===== config.mk =====
export PLATFORM = sky130hd
export DESIGN_NAME = multicycle_ctrl
export DESIGN_NICKNAME = d
export VERILOG_FILES = /design/src/rtl/multicycle_ctrl_pkg.sv /design/src/rtl/multicycle_ctrl_op_decode.sv /design/src/rtl/multicycle_ctrl.sv
export SDC_FILE = /design/constraint.sdc
export NUM_CORES = 1
export LEC_CHECK = 0
export ABC_AREA = 1
export BUFFER_PORTS_ARGS = -buffer_cell sky130_fd_sc_hd__buf_2
export CAP_MARGIN = 40
export CORE_MARGIN = 5
export CORE_UTILIZATION = 23
export DETAILED_ROUTE_END_ITERATION = 12
export SYNTH_ARGS = -nofsm -noshare
export SYNTH_HDL_FRONTEND = slang
export SYNTH_HIERARCHICAL = 1
export SYNTH_SLANG_ARGS = --single-unit

===== constraint.sdc =====
create_clock -name clk -period 1.5 [get_ports clk]
set_input_delay 0.3 -clock clk [delete_from_list [all_inputs] [get_ports clk]]
set_output_delay 0.3 -clock clk [all_outputs]
set_load 0.01 [all_outputs]

===== src/rtl/multicycle_ctrl_pkg.sv =====
// Shared encodings for the multi-cycle MIPS controller: states, opcodes,
// ALU operation codes, datapath mux selects and the decoder bundle.
package multicycle_ctrl_pkg;

    typedef enum logic [3:0] {
        S_RST = 4'd0,
        S_IF  = 4'd1,
        S_ID  = 4'd2,
        S_EXR = 4'd3,
        S_EXI = 4'd4,
        S_EXA = 4'd5,
        S_MRD = 4'd6,
        S_MWR = 4'd7,
        S_WBR = 4'd8,
        S_WBM = 4'd9,
        S_BR  = 4'd10,
        S_JMP = 4'd11,
        S_ERR = 4'd12
    } state_t;

    typedef enum logic [2:0] {
        C_ILL = 3'd0,
        C_R   = 3'd1,
        C_I   = 3'd2,
        C_MEM = 3'd3,
        C_BR  = 3'd4,
        C_J   = 3'd5
    } iclass_t;

    localparam logic [5:0] OP_R    = 6'b000000;
    localparam logic [5:0] OP_J    = 6'b000010;
    localparam logic [5:0] OP_BEQ  = 6'b000100;
    localparam logic [5:0] OP_BNE  = 6'b000101;
    localparam logic [5:0] OP_SLTI = 6'b001010;
    localparam logic [5:0] OP_ORI  = 6'b001101;
    localparam logic [5:0] OP_LUI  = 6'b001111;
    localparam logic [5:0] OP_LW   = 6'b100011;
    localparam logic [5:0] OP_SW   = 6'b101011;

    localparam logic [5:0] FN_SLL  = 6'b000000;
    localparam logic [5:0] FN_ADD  = 6'b100000;
    localparam logic [5:0] FN_ADDU = 6'b100001;
    localparam logic [5:0] FN_SUB  = 6'b100010;
    localparam logic [5:0] FN_SUBU = 6'b100011;
    localparam logic [5:0] FN_SLT  = 6'b101010;

    localparam logic [4:0] ALUOP_NOP  = 5'd0;
    localparam logic [4:0] ALUOP_ADD  = 5'd1;
    localparam logic [4:0] ALUOP_SUB  = 5'd2;
    localparam logic [4:0] ALUOP_ADDU = 5'd3;
    localparam logic [4:0] ALUOP_SUBU = 5'd4;
    localparam logic [4:0] ALUOP_SLT  = 5'd5;
    localparam logic [4:0] ALUOP_SLL  = 5'd6;
    localparam logic [4:0] ALUOP_OR   = 5'd7;
    localparam logic [4:0] ALUOP_LUI  = 5'd8;
    localparam logic [4:0] ALUOP_EQL  = 5'd9;
    localparam logic [4:0] ALUOP_BNE  = 5'd10;

    localparam logic [1:0] SRCA_PC   = 2'b00;
    localparam logic [1:0] SRCA_RS   = 2'b01;
    localparam logic [1:0] SRCA_RT   = 2'b10;
    localparam logic [1:0] SRCB_RT   = 2'b00;
    localparam logic [1:0] SRCB_4    = 2'b01;
    localparam logic [1:0] SRCB_IMM  = 2'b10;
    localparam logic [1:0] SRCB_BOFF = 2'b11;

    localparam logic [1:0] PCSRC_ALU    = 2'b00;
    localparam logic [1:0] PCSRC_ALUOUT = 2'b01;
    localparam logic [1:0] PCSRC_JUMP   = 2'b10;

    localparam logic [1:0] RD_RT  = 2'b00;
    localparam logic [1:0] RD_RD  = 2'b01;
    localparam logic [1:0] WB_ALU = 2'b00;
    localparam logic [1:0] WB_MDR = 2'b01;

    localparam logic IORD_PC  = 1'b0;
    localparam logic IORD_ALU = 1'b1;

    typedef struct packed {
        iclass_t    cls;
        logic [4:0] alu;
        logic       ext;
        logic [1:0] rdst;
        logic       sll;
        logic       lw;
        logic       bne;
        logic       illegal;
    } dec_t;

    function automatic logic is_mem_state(input state_t s);
        return (s == S_IF) || (s == S_MRD) || (s == S_MWR);
    endfunction

endpackage


===== src/rtl/multicycle_ctrl_op_decode.sv =====
// Combinational instruction decode: opcode/func to class, ALU op,
// extension mode, destination select and illegal flag.
module mc_op_decode
    import multicycle_ctrl_pkg::*;
(
    input  logic [5:0] opcode,
    input  logic [5:0] func,
    output dec_t       dec
);

    always_comb begin
        dec = '0;
        unique case (1'b1)
            opcode == OP_R: begin
                dec.cls  = C_R;
                dec.rdst = RD_RD;
                unique case (1'b1)
                    func == FN_ADD:  dec.alu = ALUOP_ADD;
                    func == FN_SUB:  dec.alu = ALUOP_SUB;
                    func == FN_ADDU: dec.alu = ALUOP_ADDU;
                    func == FN_SUBU: dec.alu = ALUOP_SUBU;
                    func == FN_SLT:  dec.alu = ALUOP_SLT;
                    func == FN_SLL: begin
                        dec.alu = ALUOP_SLL;
                        dec.sll = 1'b1;
                    end
                    default: dec.cls = C_ILL;
                endcase
            end
            opcode == OP_ORI: begin
                dec.cls = C_I;
                dec.alu = ALUOP_OR;
            end
            opcode == OP_SLTI: begin
                dec.cls = C_I;
                dec.alu = ALUOP_SLT;
                dec.ext = 1'b1;
            end
            opcode == OP_LUI: begin
                dec.cls = C_I;
                dec.alu = ALUOP_LUI;
            end
            opcode == OP_LW: begin
                dec.cls = C_MEM;
                dec.alu = ALUOP_ADD;
                dec.ext = 1'b1;
                dec.lw  = 1'b1;
            end
            opcode == OP_SW: begin
                dec.cls = C_MEM;
                dec.alu = ALUOP_ADD;
                dec.ext = 1'b1;
            end
            opcode == OP_BEQ: begin
                dec.cls = C_BR;
                dec.alu = ALUOP_EQL;
            end
            opcode == OP_BNE: begin
                dec.cls = C_BR;
                dec.alu = ALUOP_BNE;
                dec.bne = 1'b1;
            end
            opcode == OP_J: begin
                dec.cls = C_J;
            end
            default: ;
        endcase
        dec.illegal = (dec.cls == C_ILL);
    end

endmodule


===== src/rtl/multicycle_ctrl.sv =====
// Multi-cycle MIPS sequencer with memory wait watchdog.
// Optional MULTICYCLE_CTRL_PERF_EN adds cycle/retire counters.
module multicycle_ctrl
    import multicycle_ctrl_pkg::*;
#(
    parameter int unsigned MEM_TIMEOUT = 16
)(
    input  logic        clk,
    input  logic        rst,
    input  logic [5:0]  opcode,
    input  logic [5:0]  func,
    input  logic        zero,
    input  logic        mem_ready,
    output logic        pc_we,
    output logic        ir_we,
    output logic        mem_rd,
    output logic        mem_wr,
    output logic        iord,
    output logic        reg_we,
    output logic [1:0]  RegDst,
    output logic [1:0]  DatatoReg,
    output logic [1:0]  alu_src_a,
    output logic [1:0]  alu_src_b,
    output logic        ExtOp,
    output logic [4:0]  ALUCtrl,
    output logic [1:0]  pc_src,
    output logic        illegal,
    output logic        err,
    output logic [3:0]  state
`ifdef MULTICYCLE_CTRL_PERF_EN
    ,
    output logic [31:0] cyc_cnt,
    output logic [31:0] ret_cnt
`endif
);

    localparam logic [8:0] LIMIT = 9'(MEM_TIMEOUT);

    state_t     cur;
    state_t     nxt;
    logic [7:0] wcnt;
    logic       in_mem;
    logic       timeout;
    dec_t       dec;

    mc_op_decode u_dec (
        .opcode (opcode),
        .func   (func),
        .dec    (dec)
    );

    assign in_mem  = is_mem_state(cur);
    // ready in the limit cycle wins over the trap
    assign timeout = in_mem && !mem_ready &&
                     (({1'b0, wcnt} + 9'd1) >= LIMIT);

    assign state = cur;
    assign err   = (cur == S_ERR);

    always_ff @(posedge clk or posedge rst) begin
        if (rst) begin
            cur <= S_RST;
        end else begin
            cur <= nxt;
        end
    end

    always_ff @(posedge clk or posedge rst) begin
        if (rst) begin
            wcnt <= '0;
        end else if (nxt != cur) begin
            wcnt <= '0;
        end else if (in_mem && !mem_ready) begin
            wcnt <= wcnt + 8'd1;
        end
    end

    always_comb begin
        nxt = cur;
        unique case (cur)
            S_RST: nxt = S_IF;
            S_IF: begin
                if (mem_ready) begin
                    nxt = S_ID;
                end else if (timeout) begin
                    nxt = S_ERR;
                end
            end
            S_ID: begin
                unique case (dec.cls)
                    C_R:     nxt = S_EXR;
                    C_I:     nxt = S_EXI;
                    C_MEM:   nxt = S_EXA;
                    C_BR:    nxt = S_BR;
                    C_J:     nxt = S_JMP;
                    default: nxt = S_IF;
                endcase
            end
            S_EXR: nxt = S_WBR;
            S_EXI: nxt = S_WBR;
            S_EXA: nxt = dec.lw ? S_MRD : S_MWR;
            S_MRD: begin
                if (mem_ready) begin
                    nxt = S_WBM;
                end else if (timeout) begin
                    nxt = S_ERR;
                end
            end
            S_MWR: begin
                if (mem_ready) begin
                    nxt = S_IF;
                end else if (timeout) begin
                    nxt = S_ERR;
                end
            end
            S_WBR: nxt = S_IF;
            S_WBM: nxt = S_IF;
            S_BR:  nxt = S_IF;
            S_JMP: nxt = S_IF;
            S_ERR: nxt = S_ERR;
            default: nxt = S_RST;
        endcase
    end

    always_comb begin
        pc_we     = 1'b0;
        ir_we     = 1'b0;
        mem_rd    = 1'b0;
        mem_wr    = 1'b0;
        iord      = IORD_PC;
        reg_we    = 1'b0;
        RegDst    = RD_RT;
        DatatoReg = WB_ALU;
        alu_src_a = SRCA_PC;
        alu_src_b = SRCB_RT;
        ExtOp     = 1'b0;
        ALUCtrl   = ALUOP_NOP;
        pc_src    = PCSRC_ALU;
        illegal   = 1'b0;
        unique case (cur)
            S_IF: begin
                mem_rd    = 1'b1;
                alu_src_b = SRCB_4;
                ALUCtrl   = ALUOP_ADD;
                pc_we     = mem_ready;
                ir_we     = mem_ready;
            end
            S_ID: begin
                alu_src_b = SRCB_BOFF;
                ExtOp     = 1'b1;
                ALUCtrl   = ALUOP_ADD;
                illegal   = dec.illegal;
            end
            S_EXR: begin
                // sll shifts rt by the zero-extended shamt field
                alu_src_a = dec.sll ? SRCA_RT : SRCA_RS;
                alu_src_b = dec.sll ? SRCB_IMM : SRCB_RT;
                ExtOp     = dec.ext;
                ALUCtrl   = dec.alu;
            end
            S_EXI, S_EXA: begin
                alu_src_a = SRCA_RS;
                alu_src_b = SRCB_IMM;
                ExtOp     = dec.ext;
                ALUCtrl   = dec.alu;
            end
            S_MRD: begin
                mem_rd = 1'b1;
                iord   = IORD_ALU;
            end
            S_MWR: begin
                mem_wr = 1'b1;
                iord   = IORD_ALU;
            end
            S_WBR: begin
                reg_we = 1'b1;
                RegDst = dec.rdst;
            end
            S_WBM: begin
                reg_we    = 1'b1;
                DatatoReg = WB_MDR;
            end
            S_BR: begin
                alu_src_a = SRCA_RS;
                alu_src_b = SRCB_RT;
                ALUCtrl   = dec.alu;
                pc_src    = PCSRC_ALUOUT;
                pc_we     = dec.bne ? !zero : zero;
            end
            S_JMP: begin
                pc_src = PCSRC_JUMP;
                pc_we  = 1'b1;
            end
            default: ;
        endcase
    end

`ifdef MULTICYCLE_CTRL_PERF_EN
    logic retire;

    assign retire = (cur == S_WBR) || (cur == S_WBM) ||
                    (cur == S_BR)  || (cur == S_JMP) ||
                    ((cur == S_MWR) && mem_ready);

    always_ff @(posedge clk or posedge rst) begin
        if (rst) begin
            cyc_cnt <= '0;
            ret_cnt <= '0;
        end else begin
            if (cur != S_RST && cur != S_ERR) begin
                cyc_cnt <= cyc_cnt + 32'd1;
            end
            if (retire) begin
                ret_cnt <= ret_cnt + 32'd1;
            end
        end
    end
`endif

endmodule

After elaboration in Yosys (flattened, before gate mapping)
Index checks and enable logic that the tools add are counted.
{"block": "op_classes", "n_eq_ne": 31, "n_lt_le_gt_ge": 1, "n_reduce_logical": 26, "mux": 35, "addsub": 2}
{"op": "6-bit == test (second input constant)", "count": 7}
{"op": "5-bit case mux with 7 select lines", "count": 1}
{"op": "4-bit case mux with 8 select lines", "count": 1}
{"op": "4-bit == test (second input constant)", "count": 5}
{"op": "4-bit case mux with 5 select lines", "count": 1}
{"op": "6-bit by 4-bit == test with 1-bit output (second input constant)", "count": 3}
{"op": "3-bit case mux with 6 select lines", "count": 1}
{"op": "4-bit by 3-bit == test with 1-bit output (second input constant)", "count": 4}
{"op": "4-bit two-way mux", "count": 4}
{"op": "8-bit two-way mux", "count": 2}
{"op": "2-bit OR reduction", "count": 8}
{"op": "3-bit case mux with 5 select lines", "count": 1}
{"op": "1-bit two-way mux", "count": 14}
{"op": "6-bit by 3-bit == test with 1-bit output (second input constant)", "count": 2}
{"op": "6-bit zero test", "count": 2}
{"op": "3-bit OR reduction", "count": 4}
{"op": "5-bit case mux with 2 select lines", "count": 1}
{"op": "8-bit by 1-bit adder with 9-bit output (second input constant)", "count": 1}
{"op": "9-bit by 5-bit >= comparator with 1-bit output (second input constant)", "count": 1}
{"op": "8-bit by 1-bit adder with 8-bit output (second input constant)", "count": 1}
{"op": "4-bit by 2-bit == test with 1-bit output (second input constant)", "count": 2}
{"op": "2-bit two-way mux", "count": 4}
{"op": "2-bit case mux with 2 select lines", "count": 2}
{"op": "2-bit case mux with 4 select lines", "count": 1}
{"op": "17 further kinds", "count": 22}
{"block": "word_totals", "inputBits": 16, "regBits": 12}

Longest topological paths before layout
Gate-level depths: netlist (run 1).
{"block": "logic_depth", "word_depth": 10, "depth_mapped": 16}

Modules after synthesis
Netlist (run 1), hierarchy kept.
{"module": "multicycle_ctrl", "cells_each": 176, "seq_area_each_um2": 300.3, "n_inst": 1, "area_per_inst_um2": 1181.1}
{"module": "mc_op_decode", "cells_each": 74, "seq_area_each_um2": 0.0, "n_inst": 1, "area_per_inst_um2": 346.6}

Worst setup path before layout (run 1)
Ideal clock, no wire load.
{"block": "synth_path", "path_kind": "in2reg", "start": "in opcode[5]", "end": "reg wcnt[0]", "path_buffers": 0, "required_time_ns": 1.420, "slack_ns": -0.433, "cell_stages": 14, "t_arrival_ns": 1.853, "cell_sequence": "nor2_4 -> nand3_1 -> nand2_1 -> nor2_1 -> nand2_1 -> inv_1 -> ha_1 -> a21oi_1 -> a21oi_1 -> nor3_1 -> nand2_2 -> nand2_2 -> nand3_2 -> nor3_2"}
{"element": "start: declaration", "line": "multicycle_ctrl.sv:10", "rtl": "input logic [5:0] opcode,"}
{"element": "end signal: assignment", "line": "multicycle_ctrl.sv:74", "rtl": "wcnt <= wcnt + 8'd1;"}
{"element": "end: declaration", "line": "multicycle_ctrl.sv:41", "rtl": "logic [7:0] wcnt;"}

==> results.yml, run 1 <==
setup_path:
  crit_slowest_cell: "nor3_2"
  crit_required_ns: 1.66
  startpoint_type: "primary input"
  cp_slowest_stage_delay_ns: 0.24
  cp_common_cell: "nand2_2"
  critPathMaxFanout: 7
  critPathKind: "in -> reg"
  end_kind: "flip-flop"
  cp.arrival_ns: 2.12
  crit_chain: "buf_6 > nor2_4 > nand3_2 > nand2_2 > nor2_4 > nand2_2 > inv_2 > ha_4 > a21oi_2 > a21oi_2 > nor3_2 > nand2_2 > nand2_2 > nand3_4 > nor3_2"
yosys:
  synth_area_mm2: 0.00153
  synth_warnings: 6
  synth_area_leader_cell: "dfrtp_1"
  yosysTopAreaCellShare_pct: 19.7
  ys_seq_area_share_pct: 19.7
  synth_cells: 250
  yosys-top-cells-area: "dfrtp_1, nor2_1, nand2_1, inv_1, nand3_1"
  synth_seq_cells: 12
  synth.avg_cell_area_um2: 6.11
  ys_types: 30
sta:
  rsz0062_at_grt: "yes"
  final_max_slew_viol_count: 0
  finalSetupTns_ns: -8.60
  finalSetupViolations: 28
  worst_slack_ns: -0.467
  skew_ns: 0.00615
  finalCriticalPeriod_ns: 1.97
  fmax_ghz: 0.508
  finalHoldViolations: 0
  finalCritPeriodShare_pct: 131
place:
  portBuffers: 40
  dpl_cell_area_mm2: 0.00235
  place_hpwl_um: 4030
  gp_congestion: 0.845
run_status:
  violations: "setup timing"
  status: "complete, but fails checks"
finish:
  nets: 413
  final_cell_mix: "buf_4, buf_6, nand2_1"
  synthToLayoutAreaGrowth_pct: 107
  fillers: 572
  drive_gt1_share_pct: 62.0
  design_area_mm2: 0.00316
  final_common_cell: "buf_4"
  diodes: 0
clock_tree:
  cts_sinks: 12
  cts_tree: "yes"
  cts-root-buf: "clkbuf_8"
  cts_buffers: 3
  cts_htree_levels: 1
  hold_buffers: 0
  clkTransAtPathRegs_ns: 0.05
  clk_latency_ns: 0.24
  cts_buffer_depth: 2
power_and_ir_drop:
  switchingPower_mw: 1.72
  swShare_pct: 44.5
  power_mw: 3.87
  p_per_area_mw_per_mm2: 1220
  p_clk_share_pct: 9.0
  p_int_mw: 2.15
  p_leak_nw: 1.67
  combPwrFrac_pct: 79.9
  p_seq_share_pct: 11.1
  peakVddDrop_uv: 581
min_path:
  hold_class: "in -> async"
die:
  die_width_um: 91.5
  row_count: 29
  die-area_mm2: 0.00837
  start_util_pct: 23.8
  fp.dieH_um: 91.5
  core_area_mm2: 0.00642
  ios: 44
route:
  avgViaCountPerCell: 4.46
  wire_per_inst_um: 12.8
  routedLengthMet1_um: 2650
  detail-route-antenna-nets: 0
  drtPass1Iterations: 4
  drc_errors: 0
  met3_length_um: 225
  first_iter_violations: 91
  routed_wl_um: 6000
  routed-via-count: 2093
  highest_layer: "met4"
  met2_wirelength_um: 3020
global_route:
  grt_use_total_pct: 12.9
  gr-total-overflow: 0
  grt_start_max_net_pins: 13
  antenna_found_initial: 0
  grt_pass1_vias: 2015
  grt_pass1_wl_um: 9050
run:
  maxCapViolations: 0
-- synth_stat cells --
cell	number
a211oi_2	1
a21oi_1	6
and3_1	1
buf_2	1
buf_4	3
buf_6	1
conb_1	2
dfrtp_1	12
ha_1	4
inv_1	39
inv_2	9
nand2_1	44
nand2_2	11
nand2_4	3
nand3_1	26
nand3_2	2
nand3_4	1
nand4_1	6
nor2_1	46
nor2_2	3
nor2_4	6
nor2_8	1
nor3_1	4
nor3_2	4
o211ai_1	1
o21ai_0	6
o21ai_1	2
o21bai_1	1
xnor2_1	1
xor2_1	3
-- area by class of cell --
cell class,count,area [um^2],share of cell area [%]
tap,77,96.3,3.05
timing repair buffer,142,1200,37.9
multi-input combinational,186,1320,41.9
inverter,48,185,5.87
clock buffer,4,55.1,1.74
sequential,12,302,9.55
-- metrics by stage --
stage	hold WS, ns	utilization [%]	instances	worst slack [ns]
3_5_place_dp	0.329	36.6	430	-0.597
2_1_floorplan	0.165	-	251	-0.301
4_1_cts	0.0702	45.3	460	-0.302
3_3_place_gp	0.323	36.6	430	-0.549
6_report	0.0677	49.2	469	-0.467
5_1_grt	0.109	49.2	469	-0.581
-- cell families after synthesis --
group	after synthesis	share of synthesized area, %
other	2	0.492
XOR/XNOR	4	2.29
adder cells (fa/ha/maj)	4	3.28
AND/OR/NAND/NOR	158	53.6
AO/OA/AOI/OAI	17	6.39
flip-flops	12	19.7
buffers and inverters	53	14.3
-- metal layers --
metal  up-vias  GRT usage (%)
met5         -              0
met1       975           16.7
met4         0           2.89
li1       1057              -
met3        10           1.49
met2        51           22.9
-- critical path, delay by kind of cell --
kind	cells	cell delay [ns]
buf+inv	2	0.16
simple gates	10	1.26
fa+ha+maj	1	0.22
compound gates	2	0.19
-- sequential cells by signal (all words and copies together) (netlist names) --
register and cells:
wcnt 8, state 4
-- final timing paths --
kind,endpoint,from,slack (ns),depth (start not counted)
max,wcnt[2],opcode[4],-0.47,15
min,state[2],rst,0.07,2
max reg2reg,wcnt[2],state[2],-0.42,13
min reg2reg,wcnt[4],wcnt[4],0.55,2
max in group asynchronous,state[1],rst,1.09,2
min in group clk,wcnt[4],wcnt[4],0.55,2
-- power groups by stage --
stage	sequential (mW)	combinational (mW)	clock [mW]
global placement	0.439	1.99	0
floorplan	0.446	1.06	0
global route	0.435	3.30	0.371
CTS	0.423	2.78	0.353
finish	0.430	3.09	0.346
detailed placement	0.441	1.99	0
-- timing repair --
action / CTS / global route
gates cloned: 0 / 0
buffers inserted: 28 / 17
resized for setup: 89 / 49
endpoints found under the setup margin: 29 / 29
pin swaps: 25 / 31
No activity file was read; power rests on OpenSTA's default activity.
==> run 2, diff against run 1 <==
--- a/config.mk
+++ b/config.mk
@@ -5,7 +5,6 @@
 export SDC_FILE = /design/constraint.sdc
 export NUM_CORES = 1
 export LEC_CHECK = 0
-export ABC_AREA = 1
 export BUFFER_PORTS_ARGS = -buffer_cell sky130_fd_sc_hd__buf_2
 export CAP_MARGIN = 40
 export CORE_MARGIN = 5
==> constraint.sdc (replaced) <==
create_clock -name clk -period 1.5 [get_ports clk]
set_input_delay 0.3 -clock clk [delete_from_list [all_inputs] [get_ports clk]]
set_output_delay 0.3 -clock clk [all_outputs]
set_load 0.02 [all_outputs]
==> results.yml, run 2 <==
run_status:
  status: "complete, but fails checks"
  violations: "setup timing"
sta:
  finalHoldViolations: 0
  worstMarginPinSlew_ns: 0.594
  rsz0062_at_grt: "yes"
  final_max_slew_viol_count: 0
  fmax_ghz: 0.459
  skew_ns: 0.00439
  finalCriticalPeriod_ns: 2.18
  worst_slack_ns: -0.680
  finalCritPeriodShare_pct: 145
  maxSlewHeadroom_pct: 60.0
  finalSetupViolations: 32
  finalSetupTns_ns: -13.90
route:
  routed-via-count: 2206
  detail-route-antenna-nets: 0
  routed_wl_um: 7710
  drtPass1Iterations: 4
  first_iter_violations: 174
  avgViaCountPerCell: 5.17
  wire_per_inst_um: 18.1
  drc_errors: 0
die:
  core_area_mm2: 0.00639
  die_width_um: 91.4
  fp.dieH_um: 91.4
  die-area_mm2: 0.00835
  row_count: 29
  ios: 44
  start_util_pct: 23.8
clock_tree:
  hold_buffers: 0
  cts_buffer_depth: 2
  cts-root-buf: "clkbuf_8"
  cts_buffers: 3
  clk_latency_ns: 0.25
  cts_tree: "yes"
  clkTransAtPathRegs_ns: 0.06
  cts_htree_levels: 1
  cts_sinks: 12
place:
  place_ws_ns: -0.988
  placed_cells: 386
  place_hpwl_um: 4190
  gp_congestion: 0.829
  portBuffers: 40
yosys:
  yosys-top-cells-area: "dfrtp_1, nor2_1, o21ai_0, nand2b_1, nor3_1"
  synth-compound-area-share_pct: 25.0
  ys_types: 58
  yosysMostFrequentCell: "nor2_1"
  ys_seq_area_share_pct: 19.7
  synth_cells: 201
  synth-main-ff-cell: "dfrtp_1"
  synth.avg_cell_area_um2: 7.58
  synth_top_family_by_area: "simple AND/OR/NAND/NOR gates"
  synth_area_mm2: 0.00152
  synth_seq_cells: 12
  synthSimpleGateAreaFrac_pct: 36.9
  yosysTopAreaCellShare_pct: 19.7
  synth_edf_count: 0
  synth_area_leader_cell: "dfrtp_1"
  synthMuxAreaShare_pct: 1.31
  synth_adder_area_share_pct: 3.29
  yosys.area_share.xor_xnor_pct: 6.82
  synth_async_sr_flop_share_pct: 100
  synth_warnings: 6
  netlist_top_cells_count: "nor2_1, o21ai_0, nand2_1"
setup_path:
  startpoint_type: "primary input"
  crit_required_ns: 1.67
  r2r_slack_ns: -0.57
  cp.arrival_ns: 2.35
  end_kind: "flip-flop"
  critPathKind: "in -> reg"
  critPathMaxFanout: 8
min_path:
  hold_class: "in -> async"
finish:
  postLayoutCoreUtil_pct: 57.9
  drive_gt1_share_pct: 73.4
  synthToLayoutAreaGrowth_pct: 143
  final_cell_mix: "buf_4, buf_6, buf_2"
  largest_register: "wcnt"
  nets: 371
  finalNonFillerCells: 427
  diodes: 0
  largest_reg_flops: 8
  final_common_cell: "buf_4"
power_and_ir_drop:
  p_per_area_mw_per_mm2: 1500
  peakVddDrop_uv: 1020
  p_leak_nw: 1.62
  power_mw: 5.56
run:
  maxCapViolations: 0
global_route:
  grt_use_total_pct: 15.3
  antenna_found_initial: 0
  grt_pass1_vias: 2176
  grt_start_max_net_pins: 13
  grt_pass1_wl_um: 10700
  gr-total-overflow: 0
## run 2: kinds of logic after synthesis
group,after synthesis
flip-flops,12
other,2
AND/OR/NAND/NOR,100
adder cells (fa/ha/maj),4
AO/OA/AOI/OAI,52
buffers and inverters,18
XOR/XNOR,11
multiplexers,2
## run 2: power by group
group          switching [mW]  total (mW)  internal (mW)
Sequential             0.0563       0.439          0.383
Combinational            2.34        4.76           2.42
Clock                   0.129       0.361          0.232
## run 2: metrics by stage
stage,cell area (um^2),hold slack [ns]
floorplan,1700,0.164
global route,3700,0.0980
finish,3700,0.0631
CTS,3420,0.0674
global placement,2480,0.327
detailed placement,2480,0.336
## run 2: path summary, 6_finish.rpt
kind                            end       from  cells after the start
setup / recovery            wcnt[2]  opcode[4]                     10
hold / removal              wcnt[1]        rst                      2
setup reg to reg            wcnt[0]   state[2]                      8
hold reg to reg             wcnt[5]    wcnt[5]                      3
max in group asynchronous  state[1]        rst                      2
min in group clk           state[1]  mem_ready                      3
## run 2: layer usage
layer  GRT usage (%)  share of wire, %  wire [um]
met3            2.73               4.7        366
met5               0                 0          0
met1            18.8                39       2990
met2            28.2                52       4000
met4            2.57               4.6        354
## run 2: cell type report
cell class | count | area (um^2)
Clock buffer | 4 | 55.1
Timing Repair Buffer | 154 | 1490
Fill cell | 457 | 2690
Sequential cell | 12 | 304
Inverter | 8 | 45.0
Multi-Input combinational cell | 172 | 1710
Tap cell | 77 | 96.3
## run 2: what timing repair did
item / in CTS / in global routing
resized for setup: 162 / 46
cloned: 2 / 0
pin swaps: 32 / 21
setup buffers: 29 / 15
endpoints found under the hold margin: 0 / 0
endpoints found under the setup margin: 33 / 34
## run 2: critical path, cell delays in order
cell and delay, ns:
buf_6 0.09, or3_4 0.41, nor2_4 0.19, ha_4 0.23
o211ai_1 0.23, o311a_1 0.28, o311ai_4 0.17, xnor2_4 0.17
buf_12 0.16, nor3_4 0.11
